### src/rtl/mem_arbiter_if.sv
// mem_arbiter_if: both cache request ports plus the shared memory line port.
// slave is the arbiter view; master is the cache/memory side that drives it.
interface mem_arbiter_if #(
    parameter int ADDR_W = 32,
    parameter int DATA_W = 256,
    parameter int CNT_W  = 16
);
    logic              p0_enable_i, p1_enable_i;
    logic              p0_write_i, p1_write_i;
    logic [ADDR_W-1:0] p0_addr_i, p1_addr_i;
    logic [DATA_W-1:0] p0_data_i, p1_data_i;
    logic              p0_ack_o, p1_ack_o;
    logic [DATA_W-1:0] p0_data_o, p1_data_o;
    logic              mem_enable_o, mem_write_o;
    logic [ADDR_W-1:0] mem_addr_o;
    logic [DATA_W-1:0] mem_data_o, mem_data_i;
    logic              mem_ack_i;
    logic [CNT_W-1:0]  p0_count_o, p1_count_o;
    modport slave (
        input  p0_enable_i, p1_enable_i, p0_write_i, p1_write_i,
        input  p0_addr_i, p1_addr_i, p0_data_i, p1_data_i,
        input  mem_data_i, mem_ack_i,
        output p0_ack_o, p1_ack_o, p0_data_o, p1_data_o,
        output mem_enable_o, mem_write_o, mem_addr_o, mem_data_o,
        output p0_count_o, p1_count_o
    );
    modport master (
        output p0_enable_i, p1_enable_i, p0_write_i, p1_write_i,
        output p0_addr_i, p1_addr_i, p0_data_i, p1_data_i,
        output mem_data_i, mem_ack_i,
        input  p0_ack_o, p1_ack_o, p0_data_o, p1_data_o,
        input  mem_enable_o, mem_write_o, mem_addr_o, mem_data_o,
        input  p0_count_o, p1_count_o
    );
endinterface

### src/rtl/mem_arbiter.sv
// mem_arbiter: round-robin share of one memory line port between icache refill (p0) and dcache (p1).
// Latches the winner onto the memory port until mem_ack_i, then idles one RELEASE cycle.
module mem_arbiter #(
    parameter int ADDR_W = 32,
    parameter int DATA_W = 256,
    parameter int CNT_W  = 16
) (
    input logic          clk_i,
    input logic          rst_i,
    mem_arbiter_if.slave bus
);
    typedef enum logic [1:0] {IDLE, BUSY, RELEASE} state_t;
    state_t state, state_nx;
    logic grant, last, win, start, done;
    always_ff @(posedge clk_i or negedge rst_i)
        if (!rst_i) state <= IDLE;
        else state <= state_nx;
    always_comb begin
        state_nx = (state == IDLE) ? (start ? BUSY : IDLE) :
                   (state == BUSY) ? (done ? RELEASE : BUSY) : IDLE;
    end
    // on a tie the port not served last wins
    always_comb begin
        win   = (bus.p0_enable_i && bus.p1_enable_i) ? !last : bus.p1_enable_i;
        start = (state == IDLE) && (bus.p0_enable_i || bus.p1_enable_i);
        done  = (state == BUSY) && bus.mem_ack_i;
    end
    always_ff @(posedge clk_i or negedge rst_i) begin
        if (!rst_i) begin
            grant            <= 1'b0;
            last             <= 1'b1;
            bus.mem_enable_o <= 1'b0;
            bus.mem_write_o  <= 1'b0;
            bus.mem_addr_o   <= {ADDR_W{1'b0}};
            bus.mem_data_o   <= {DATA_W{1'b0}};
            bus.p0_ack_o     <= 1'b0;
            bus.p1_ack_o     <= 1'b0;
            bus.p0_data_o    <= {DATA_W{1'b0}};
            bus.p1_data_o    <= {DATA_W{1'b0}};
            bus.p0_count_o   <= {CNT_W{1'b0}};
            bus.p1_count_o   <= {CNT_W{1'b0}};
        end else begin
            bus.p0_ack_o <= done && !grant;
            bus.p1_ack_o <= done && grant;
            if (start) begin
                grant            <= win;
                bus.mem_enable_o <= 1'b1;
                bus.mem_write_o  <= win ? bus.p1_write_i : bus.p0_write_i;
                bus.mem_addr_o   <= win ? bus.p1_addr_i : bus.p0_addr_i;
                bus.mem_data_o   <= win ? bus.p1_data_i : bus.p0_data_i;
            end
            if (done) begin
                bus.mem_enable_o <= 1'b0;
                bus.mem_write_o  <= 1'b0;
                last             <= grant;
                if (!grant) begin
                    bus.p0_count_o <= bus.p0_count_o + CNT_W'(1);
                    if (!bus.mem_write_o) bus.p0_data_o <= bus.mem_data_i;
                end else begin
                    bus.p1_count_o <= bus.p1_count_o + CNT_W'(1);
                    if (!bus.mem_write_o) bus.p1_data_o <= bus.mem_data_i;
                end
            end
        end
    end
endmodule

### src/flat_wrapper.sv
// flat-port wrapper written by rule: the top's interface ports become plain ports
module mem_arbiter_flat 
#(
    parameter int ADDR_W = 32,
    parameter int DATA_W = 256,
    parameter int CNT_W  = 16
)
  (clk_i, rst_i, bus_p0_enable_i, bus_p1_enable_i, bus_p0_write_i, bus_p1_write_i, bus_p0_addr_i, bus_p1_addr_i, bus_p0_data_i, bus_p1_data_i, bus_mem_data_i, bus_mem_ack_i, bus_p0_ack_o, bus_p1_ack_o, bus_p0_data_o, bus_p1_data_o, bus_mem_enable_o, bus_mem_write_o, bus_mem_addr_o, bus_mem_data_o, bus_p0_count_o, bus_p1_count_o);
  mem_arbiter_if #(.ADDR_W(ADDR_W), .DATA_W(DATA_W), .CNT_W(CNT_W)) bus_i ();
  input logic clk_i;
  input logic rst_i;
  input wire logic [$bits(bus_i.p0_enable_i)-1:0] bus_p0_enable_i;
  input wire logic [$bits(bus_i.p1_enable_i)-1:0] bus_p1_enable_i;
  input wire logic [$bits(bus_i.p0_write_i)-1:0] bus_p0_write_i;
  input wire logic [$bits(bus_i.p1_write_i)-1:0] bus_p1_write_i;
  input wire logic [$bits(bus_i.p0_addr_i)-1:0] bus_p0_addr_i;
  input wire logic [$bits(bus_i.p1_addr_i)-1:0] bus_p1_addr_i;
  input wire logic [$bits(bus_i.p0_data_i)-1:0] bus_p0_data_i;
  input wire logic [$bits(bus_i.p1_data_i)-1:0] bus_p1_data_i;
  input wire logic [$bits(bus_i.mem_data_i)-1:0] bus_mem_data_i;
  input wire logic [$bits(bus_i.mem_ack_i)-1:0] bus_mem_ack_i;
  output wire logic [$bits(bus_i.p0_ack_o)-1:0] bus_p0_ack_o;
  output wire logic [$bits(bus_i.p1_ack_o)-1:0] bus_p1_ack_o;
  output wire logic [$bits(bus_i.p0_data_o)-1:0] bus_p0_data_o;
  output wire logic [$bits(bus_i.p1_data_o)-1:0] bus_p1_data_o;
  output wire logic [$bits(bus_i.mem_enable_o)-1:0] bus_mem_enable_o;
  output wire logic [$bits(bus_i.mem_write_o)-1:0] bus_mem_write_o;
  output wire logic [$bits(bus_i.mem_addr_o)-1:0] bus_mem_addr_o;
  output wire logic [$bits(bus_i.mem_data_o)-1:0] bus_mem_data_o;
  output wire logic [$bits(bus_i.p0_count_o)-1:0] bus_p0_count_o;
  output wire logic [$bits(bus_i.p1_count_o)-1:0] bus_p1_count_o;
  assign bus_i.p0_enable_i = bus_p0_enable_i;
  assign bus_i.p1_enable_i = bus_p1_enable_i;
  assign bus_i.p0_write_i = bus_p0_write_i;
  assign bus_i.p1_write_i = bus_p1_write_i;
  assign bus_i.p0_addr_i = bus_p0_addr_i;
  assign bus_i.p1_addr_i = bus_p1_addr_i;
  assign bus_i.p0_data_i = bus_p0_data_i;
  assign bus_i.p1_data_i = bus_p1_data_i;
  assign bus_i.mem_data_i = bus_mem_data_i;
  assign bus_i.mem_ack_i = bus_mem_ack_i;
  assign bus_p0_ack_o = bus_i.p0_ack_o;
  assign bus_p1_ack_o = bus_i.p1_ack_o;
  assign bus_p0_data_o = bus_i.p0_data_o;
  assign bus_p1_data_o = bus_i.p1_data_o;
  assign bus_mem_enable_o = bus_i.mem_enable_o;
  assign bus_mem_write_o = bus_i.mem_write_o;
  assign bus_mem_addr_o = bus_i.mem_addr_o;
  assign bus_mem_data_o = bus_i.mem_data_o;
  assign bus_p0_count_o = bus_i.p0_count_o;
  assign bus_p1_count_o = bus_i.p1_count_o;
  mem_arbiter #(.ADDR_W(ADDR_W), .DATA_W(DATA_W), .CNT_W(CNT_W)) u_core (.clk_i(clk_i), .rst_i(rst_i), .bus(bus_i));
endmodule
### config.mk
export PLATFORM = sky130hd
export DESIGN_NAME = mem_arbiter_flat
export DESIGN_NICKNAME = d
export VERILOG_FILES = /design/src/rtl/mem_arbiter_if.sv /design/src/rtl/mem_arbiter.sv /design/src/flat_wrapper.sv
export SDC_FILE = /design/constraint.sdc
export NUM_CORES = 1
export LEC_CHECK = 0
export BUFFER_PORTS_ARGS = -buffer_cell sky130_fd_sc_hd__buf_2
export CAP_MARGIN = 5
export CELL_PAD_IN_SITES_DETAIL_PLACEMENT = 0
export CELL_PAD_IN_SITES_GLOBAL_PLACEMENT = 1
export CORE_AREA = 2 2 647 649
export CTS_BUF_LIST = sky130_fd_sc_hd__clkbuf_8
export DETAILED_ROUTE_END_ITERATION = 12
export DIE_AREA = 0 0 649 651
export PLACE_DENSITY_LB_ADDON = 0.15
export SLEW_MARGIN = 20
export SYNTH_ARGS = -nofsm -noshare
export SYNTH_HDL_FRONTEND = slang
export SYNTH_SLANG_ARGS = --single-unit
export TNS_END_PERCENT = 5
### constraint.sdc
create_clock -name clk_i -period 3.2 [get_ports clk_i]
set_input_delay 0 -clock clk_i [delete_from_list [all_inputs] [get_ports clk_i]]
set_output_delay 0 -clock clk_i [all_outputs]
set_load 0.05 [all_outputs]
==> impl_metrics.tcl, run 1 <==
set metrics [dict create \
    synthCells 2480 \
    worstPathCellList "nor2_1 -> o21ai_4 -> dlygate4sd3_1 -> buf_12 -> buf_4 -> nand2_1 -> o21ai_0 -> dlygate4sd3_1" \
    setup.worst_path.start "u_core.state[1]" \
    syn_avg_cell_area_um2 13.6 \
    cts_buffers 192 \
    core.rowCount 237 \
    worst-path-buf-inv 4 \
    firstDrtPassIters 5 \
    tightest_slew_ps 918 \
    max_cap_violations 0 \
    rrSetupSlack_ps 190 \
    path_max_fanout 50 \
    clkSlewWorstSetupHoldPaths_ps 60 \
    p_comb_share_pct 56.0 \
    overflow 0 \
    crit_family "buffers and inverters" \
    p_leak_nw 31.9 \
    routedWlPerCell_um 22.1 \
    setup_viol 0 \
    reg2regPathDepth 8 \
    clockPowerShare_pct 18.1 \
    core_um2 415000 \
    max_stage_delay_ps 610 \
    drc_errors 0 \
    synthArstFlopShare_pct 100 \
    grt_use_total_pct 11.8 \
    r2r_start "u_core.state[1]" \
    grt_antenna_before_repair 107 \
    cts_tree "done" \
    slowest_stage "dlygate4sd3_1" \
    synth_edf_count 0 \
    fin_tns_setup_ps 0 \
    synth.distinct_cells 31 \
    fp.dieArea_um2 422000 \
    synthTopCellsByArea "dfrtp_1 (62%), mux2_2 (17%), mux2i_1 (8.6%)" \
    seq_power_share_pct 25.8 \
    place.gp.congestion 0.956 \
    postRouteAntennaNets 0 \
    period_needed_ps 3010 \
    fill_cells 46700 \
    ys_ff_latch 840 \
    path_common_cell "dlygate4sd3_1" \
    utilization_pct 16.8 \
    swShare_pct 52.6 \
    fin_cells 11600 \
    synth_nets 3321 \
    crit_end "u_core.bus.mem_data_o[24]" \
    startpoint_type "flip-flop" \
    hpwl_um 206000 \
    clk_path_buf_depth 4 \
    fin_crit_sh_pct 94.0 \
    synth_top_area_cell "dfrtp_1" \
    end_kind "flip-flop" \
    min_path_type "in2async" \
    dp_cells 9586 \
    htree_levels 4 \
    port_buffers 1674 \
    maxSlewHeadroom_pct 38.8 \
    slew_violations 0 \
    vias 34500 \
    drive_gt1_share_pct 41.9 \
    numClockSinks 840 \
    yosysMostFrequentCell "dfrtp_1" \
    p_int_w 0.0346 \
    yosys_warnings 0 \
    die_w_um 649 \
    reg2reg_to "u_core.bus.mem_data_o[24]" \
    rsz0062_at_grt "no" \
    syn2layout_area_growth_pct 107 \
    via_per_inst 2.97 \
    synth_area_um2 33800 \
    grt_pass1_vias 38000 \
    synthFlopType "dfrtp_1" \
    hold_slack_ps 106 \
    status "finished, final reports clean" \
    io_pins 1675 \
    fin_nets 6791 \
    ys_seq_area_share_pct 62.2 \
    drt_iter0_drc 1143 \
    grt_max_degree 216 \
    postRouteWirelength_um 257000 \
    cp.arrival_ps 3850 \
    clock_latency_ps 980 \
    grt_pass1_wl_um 341000 \
    ir_drop_v 0.000379 \
    yosys.area.top_type_share_pct 62.1 \
    ys_top_cells_by_count "dfrtp_1 (839), mux2_2 (515), nand2_1 (305)" \
    start_util_pct 8.14 \
    critical_path_class "reg2reg" \
    powerDensity_nw_per_um2 1050 \
    worstPathRequired_ps 4040 \
    root_buffer "clkbuf_8" \
    die_h_um 651 \
    fmax_ghz 0.332 \
    finClkSkew_ps 37.6 \
    hold_viol 0 \
    cp.depth 8 \
    p_switching_w 0.0385 \
]
-- worst reg2reg max path, delay by kind of cell (launching register included) --
kind	cells	cell delay, ps
buffers and inverters	4	1770
flip-flops	1	400
AND/OR/NAND/NOR	2	550
AO/OA/AOI/OAI	2	170
-- power by group through the flow --
stage                     sequential [W]  combinational [W]  clock, W
after global placement            0.0191             0.0383         0
after detailed placement          0.0192             0.0384         0
after CTS                         0.0191             0.0420    0.0141
final                             0.0189             0.0410    0.0133
after floorplan                   0.0365            0.00717         0
after global routing              0.0196             0.0430    0.0145
-- final cells by class --
class	instances	area (µm²)	area share, %
Clock inverter	95	642	0.918
Timing Repair Buffer	3430	26000	37.3
Inverter	5	18.8	0.0268
Sequential cell	840	21000	30.1
Antenna cell	22	55.1	0.0788
Multi-Input combinational cell	1481	11900	17.0
Clock buffer	242	3330	4.76
Tap cell	5497	6880	9.84
-- through the flow --
stage / instance area [µm²] / worst slack (ps) / power [W]
2_1_floorplan: 33800 / 1410 / 0.0436
3_3_place_gp: 49200 / 804 / 0.0575
3_5_place_dp: 49200 / 808 / 0.0575
4_1_cts: 69800 / 26.1 / 0.0752
5_1_grt: 69900 / 24.4 / 0.0772
6_report: 69900 / 191 / 0.0732
-- registers in the layout, indices dropped and copies added (netlist names) --
register                 count
u_core.bus.mem_data_o      256
u_core.bus.p0_data_o       256
u_core.bus.p1_data_o       256
u_core.bus.mem_addr_o       32
u_core.bus.p0_count_o       16
u_core.bus.p1_count_o       16
u_core.state                 2
u_core.bus.mem_enable_o      1
u_core.bus.mem_write_o       1
u_core.bus.p0_ack_o          1
u_core.bus.p1_ack_o          1
u_core.grant                 1
u_core.last                  1
-- worst min-delay path by stage --
stage | to | startpoint | cells past startpoint
2_1_floorplan | u_core.bus.mem_addr_o[0] | rst_i | 0
3_3_place_gp | u_core.bus.p1_data_o[51] | rst_i | 1
3_5_place_dp | u_core.bus.p1_data_o[51] | rst_i | 1
4_1_cts | u_core.bus.p0_data_o[42] | rst_i | 3
5_1_grt | u_core.bus.p0_data_o[48] | rst_i | 3
6_report | u_core.bus.p1_data_o[211] | rst_i | 3
-- cells by family (layout without fill, tap and decap cells) --
kind of cell	after synthesis	after routing	share of synthesized area (%)
xor+xnor	30	30	0.777
buf+inv	159	3772	2.73
other cells	0	22	0
fa+ha+maj	2	2	0.0740
flops	840	840	62.2
mux	804	804	25.7
simple gates	352	352	4.21
compound gates	293	293	4.34
-- cells in the final DEF, fill, tap and decap left out, drive strengths merged --
cell and count:
dfstp 1, and4bb 1, clkinvlp 2, and4b 1, and4 5, nor3 4
diode 22, nand4 9, ha 2, xor2 14, mux2i 289, dlygate4sd3 1664
a21boi 1, and2 2, nor2 13, nand3 6, a21oi 1, o21ai 291
mux2 515, or3b 1, buf 1766, clkinv 11, inv 79, xnor2 16
bufinv 8, nand3b 1, nand2b 1, clkbuf 242, dfrtp 839, nand2 305
and3 3
-- routing by layer --
| metal | share of wire [%] | GRT usage, % |
|---|---|---|
| met1 | 36 | 12.1 |
| met2 | 54 | 22.7 |
| met3 | 6.4 | 3.38 |
| met4 | 3.7 | 3.71 |
| met5 | 0.052 | 0 |
-- what timing repair did --
item	4_1_cts	5_1_grt
gates resized for setup	0	1
hold buffers	1665	0
buffers inserted	0	2
setup endpoints to repair	0	24
endpoints found under the hold margin	1675	0
Power figures use the tool's default switching activity.
==> inputs of run 2 (changes only) <==
--- a/config.mk
+++ b/config.mk
@@ -9,11 +9,11 @@
 export CAP_MARGIN = 5
 export CELL_PAD_IN_SITES_DETAIL_PLACEMENT = 0
 export CELL_PAD_IN_SITES_GLOBAL_PLACEMENT = 1
-export CORE_AREA = 2 2 647 649
+export CORE_AREA = 2 2 645 647
 export CTS_BUF_LIST = sky130_fd_sc_hd__clkbuf_8
 export DETAILED_ROUTE_END_ITERATION = 12
-export DIE_AREA = 0 0 649 651
-export PLACE_DENSITY_LB_ADDON = 0.15
+export DIE_AREA = 0 0 647 649
+export PLACE_DENSITY_LB_ADDON = 0.3
 export SLEW_MARGIN = 20
 export SYNTH_ARGS = -nofsm -noshare
 export SYNTH_HDL_FRONTEND = slang
==> constraint.sdc (replaced) <==
create_clock -name clk_i -period 2.8 [get_ports clk_i]
set_input_delay 0 -clock clk_i [delete_from_list [all_inputs] [get_ports clk_i]]
set_output_delay 0 -clock clk_i [all_outputs]
set_load 0.05 [all_outputs]
==> impl_metrics.tcl, run 2 (synthesized netlist as in run 1, its figures left out) <==
set metrics [dict create \
    clock_latency_ps 1020 \
    htree_levels 4 \
    syn2layout_area_growth_pct 106 \
    hold_slack_ps 144 \
    cts_buffers 179 \
    clkSlewWorstSetupHoldPaths_ps 50 \
    critical_path_class "reg2reg" \
    met2_usage_pct 24.1 \
    clockPowerShare_pct 16.7 \
    utilization_pct 16.9 \
    postRouteWirelength_um 283000 \
    powerDensity_nw_per_um2 1200 \
    slew_violations 0 \
    setup_viol 0 \
    grt_pass1_wl_um 366000 \
    p_int_w 0.0385 \
    grt_max_degree 107 \
    via_per_inst 3.03 \
    maxSlewHeadroom_pct 41.9 \
    worstPathCellList "a21boi_4 -> buf_12 -> buf_16 -> mux2i_1 -> dlygate4sd3_1 -> o21ai_0 -> dlygate4sd3_1" \
    min_path_type "in2reg" \
    rsz0062_at_grt "yes" \
    ir_drop_v 0.000935 \
    core_um2 413000 \
    worstPathRequired_ps 3620 \
    fmax_ghz 0.364 \
    crit_family "buffers and inverters" \
    path_common_cell "dlygate4sd3_1" \
    p_leak_nw 31.8 \
    path_max_fanout 25 \
    layout_commonest_cell "buf_2" \
    met3_usage_pct 5.73 \
    reg.largest.list "u_core.bus.mem_data_o x256, u_core.bus.p0_data_o x256, u_core.bus.p1_data_o x256" \
    tightest_slew_ps 872 \
    cts_tree "done" \
    drive_gt1_share_pct 42.1 \
    swShare_pct 54.1 \
    worst-path-buf-inv 4 \
    overflow 0 \
    clk_path_buf_depth 4 \
    drc_errors 0 \
    fp.dieArea_um2 420000 \
    finalPower_w 0.0839 \
    cp.arrival_ps 3560 \
    seq_power_share_pct 26.0 \
    core.rowCount 236 \
    setup_ws_ps 56.4 \
    fin_nets 6797 \
    period_needed_ps 2740 \
    max_stage_delay_ps 570 \
    status "finished, final reports clean" \
    grt_use_total_pct 13.0 \
    place.gp.congestion 0.991 \
    end_kind "flip-flop" \
    grt_antenna_before_repair 146 \
    dp_slack_ps 539 \
    hold_viol 0 \
    io_pins 1675 \
    grt_pass1_vias 38200 \
    routedWlPerCell_um 24.4 \
    fill_cells 46200 \
    postRouteAntennaNets 0 \
    port_buffers 1674 \
    hpwl_um 234000 \
    numClockSinks 840 \
    start_util_pct 8.20 \
    max_cap_violations 0 \
    slowest_stage "dlygate4sd3_1" \
    root_buffer "clkbuf_8" \
    busiest_layer "met2" \
    p_comb_share_pct 57.3 \
    p_switching_w 0.0454 \
    die_h_um 649 \
    use_met1_pct 12.9 \
    die_w_um 647 \
    fin_crit_sh_pct 98.0 \
    mostFrequentLayoutCells "buf_2 (1,673), dlygate4sd3_1 (1,661), dfrtp_1 (839)" \
    startpoint_type "flip-flop" \
    finClkSkew_ps 75.9 \
    drt_iter0_drc 1519 \
    vias 35200 \
    firstDrtPassIters 5 \
]
## run 2: changes by cell type in the layout (fill, tap and decap cells not counted), sizes merged
cell,change
dlygate4sd3,-3
diode,+16
bufinv,-3
clkinv,+6
inv,-23
buf,+9
clkinvlp,+7
clkbuf,-16
dlymetal6s4s,+13
## run 2: layer usage
metal | vias to the layer above | wire [µm]
met2 | 1430 | 146000
met5 | - | 320
met4 | 48 | 10300
met3 | 471 | 28500
met1 | 17500 | 97700
li1 | 15700 | -
## run 2: power groups by stage
| stage | logic [W] | registers, W | clock network, W |
|---|---|---|---|
| global placement | 0.0454 | 0.0219 | 0 |
| CTS | 0.0493 | 0.0218 | 0.0148 |
| finish | 0.0481 | 0.0218 | 0.0141 |
| detailed placement | 0.0456 | 0.0219 | 0 |
| floorplan | 0.00820 | 0.0417 | 0 |
| global route | 0.0506 | 0.0225 | 0.0153 |
## run 2: cell type report
| class | count | area, µm² | area share, % |
|---|---|---|---|
| Inverter | 5 | 18.8 | 0.0269 |
| Sequential cell | 840 | 21000 | 30.1 |
| Clock buffer | 226 | 3110 | 4.46 |
| Tap cell | 5474 | 6850 | 9.81 |
| Multi-Input combinational cell | 1481 | 11900 | 17.1 |
| Antenna cell | 38 | 95.1 | 0.136 |
| Timing Repair Buffer | 3449 | 26300 | 37.6 |
| Clock inverter | 82 | 543 | 0.778 |
## run 2: repair_timing
action	4_1_cts	5_1_grt
endpoints found under the setup margin	0	69
resized for setup	0	20
hold buffers	1676	0
setup buffers	0	1
hold endpoints to repair	1679	0
## run 2: stage by stage
stage / std cells / setup TNS [ps] / cell area (µm²)
3_3_place_gp: 9572 / 0 / 49200
4_1_cts: 11600 / 0 / 69700
6_report: 11600 / 0 / 69800
3_5_place_dp: 9572 / 0 / 49200
2_1_floorplan: 2480 / 0 / 33800
5_1_grt: 11600 / -62.2 / 69800
## run 2: path summary, 6_finish.rpt
path,start,endpoint,slack [ps],cells past startpoint
hold / removal,bus_p0_data_i[89],u_core.bus.mem_data_o[89],140,5
max in group asynchronous,rst_i,u_core.bus.p0_data_o[201],1440,4
hold reg to reg,u_core.bus.p0_count_o[15],u_core.bus.p0_count_o[15],470,1
setup / recovery,u_core.last,u_core.bus.mem_data_o[112],60,7
min in group asynchronous,rst_i,u_core.bus.p0_data_o[127],520,4
setup reg to reg,u_core.last,u_core.bus.mem_data_o[112],60,7
## run 2: worst register-to-register path, delay by kind of cell, from the launching register on
| kind | cells | cell delay, ps |
|---|---|---|
| compound gates | 2 | 260 |
| buf+inv | 4 | 1710 |
| flops | 1 | 390 |
| mux | 1 | 240 |
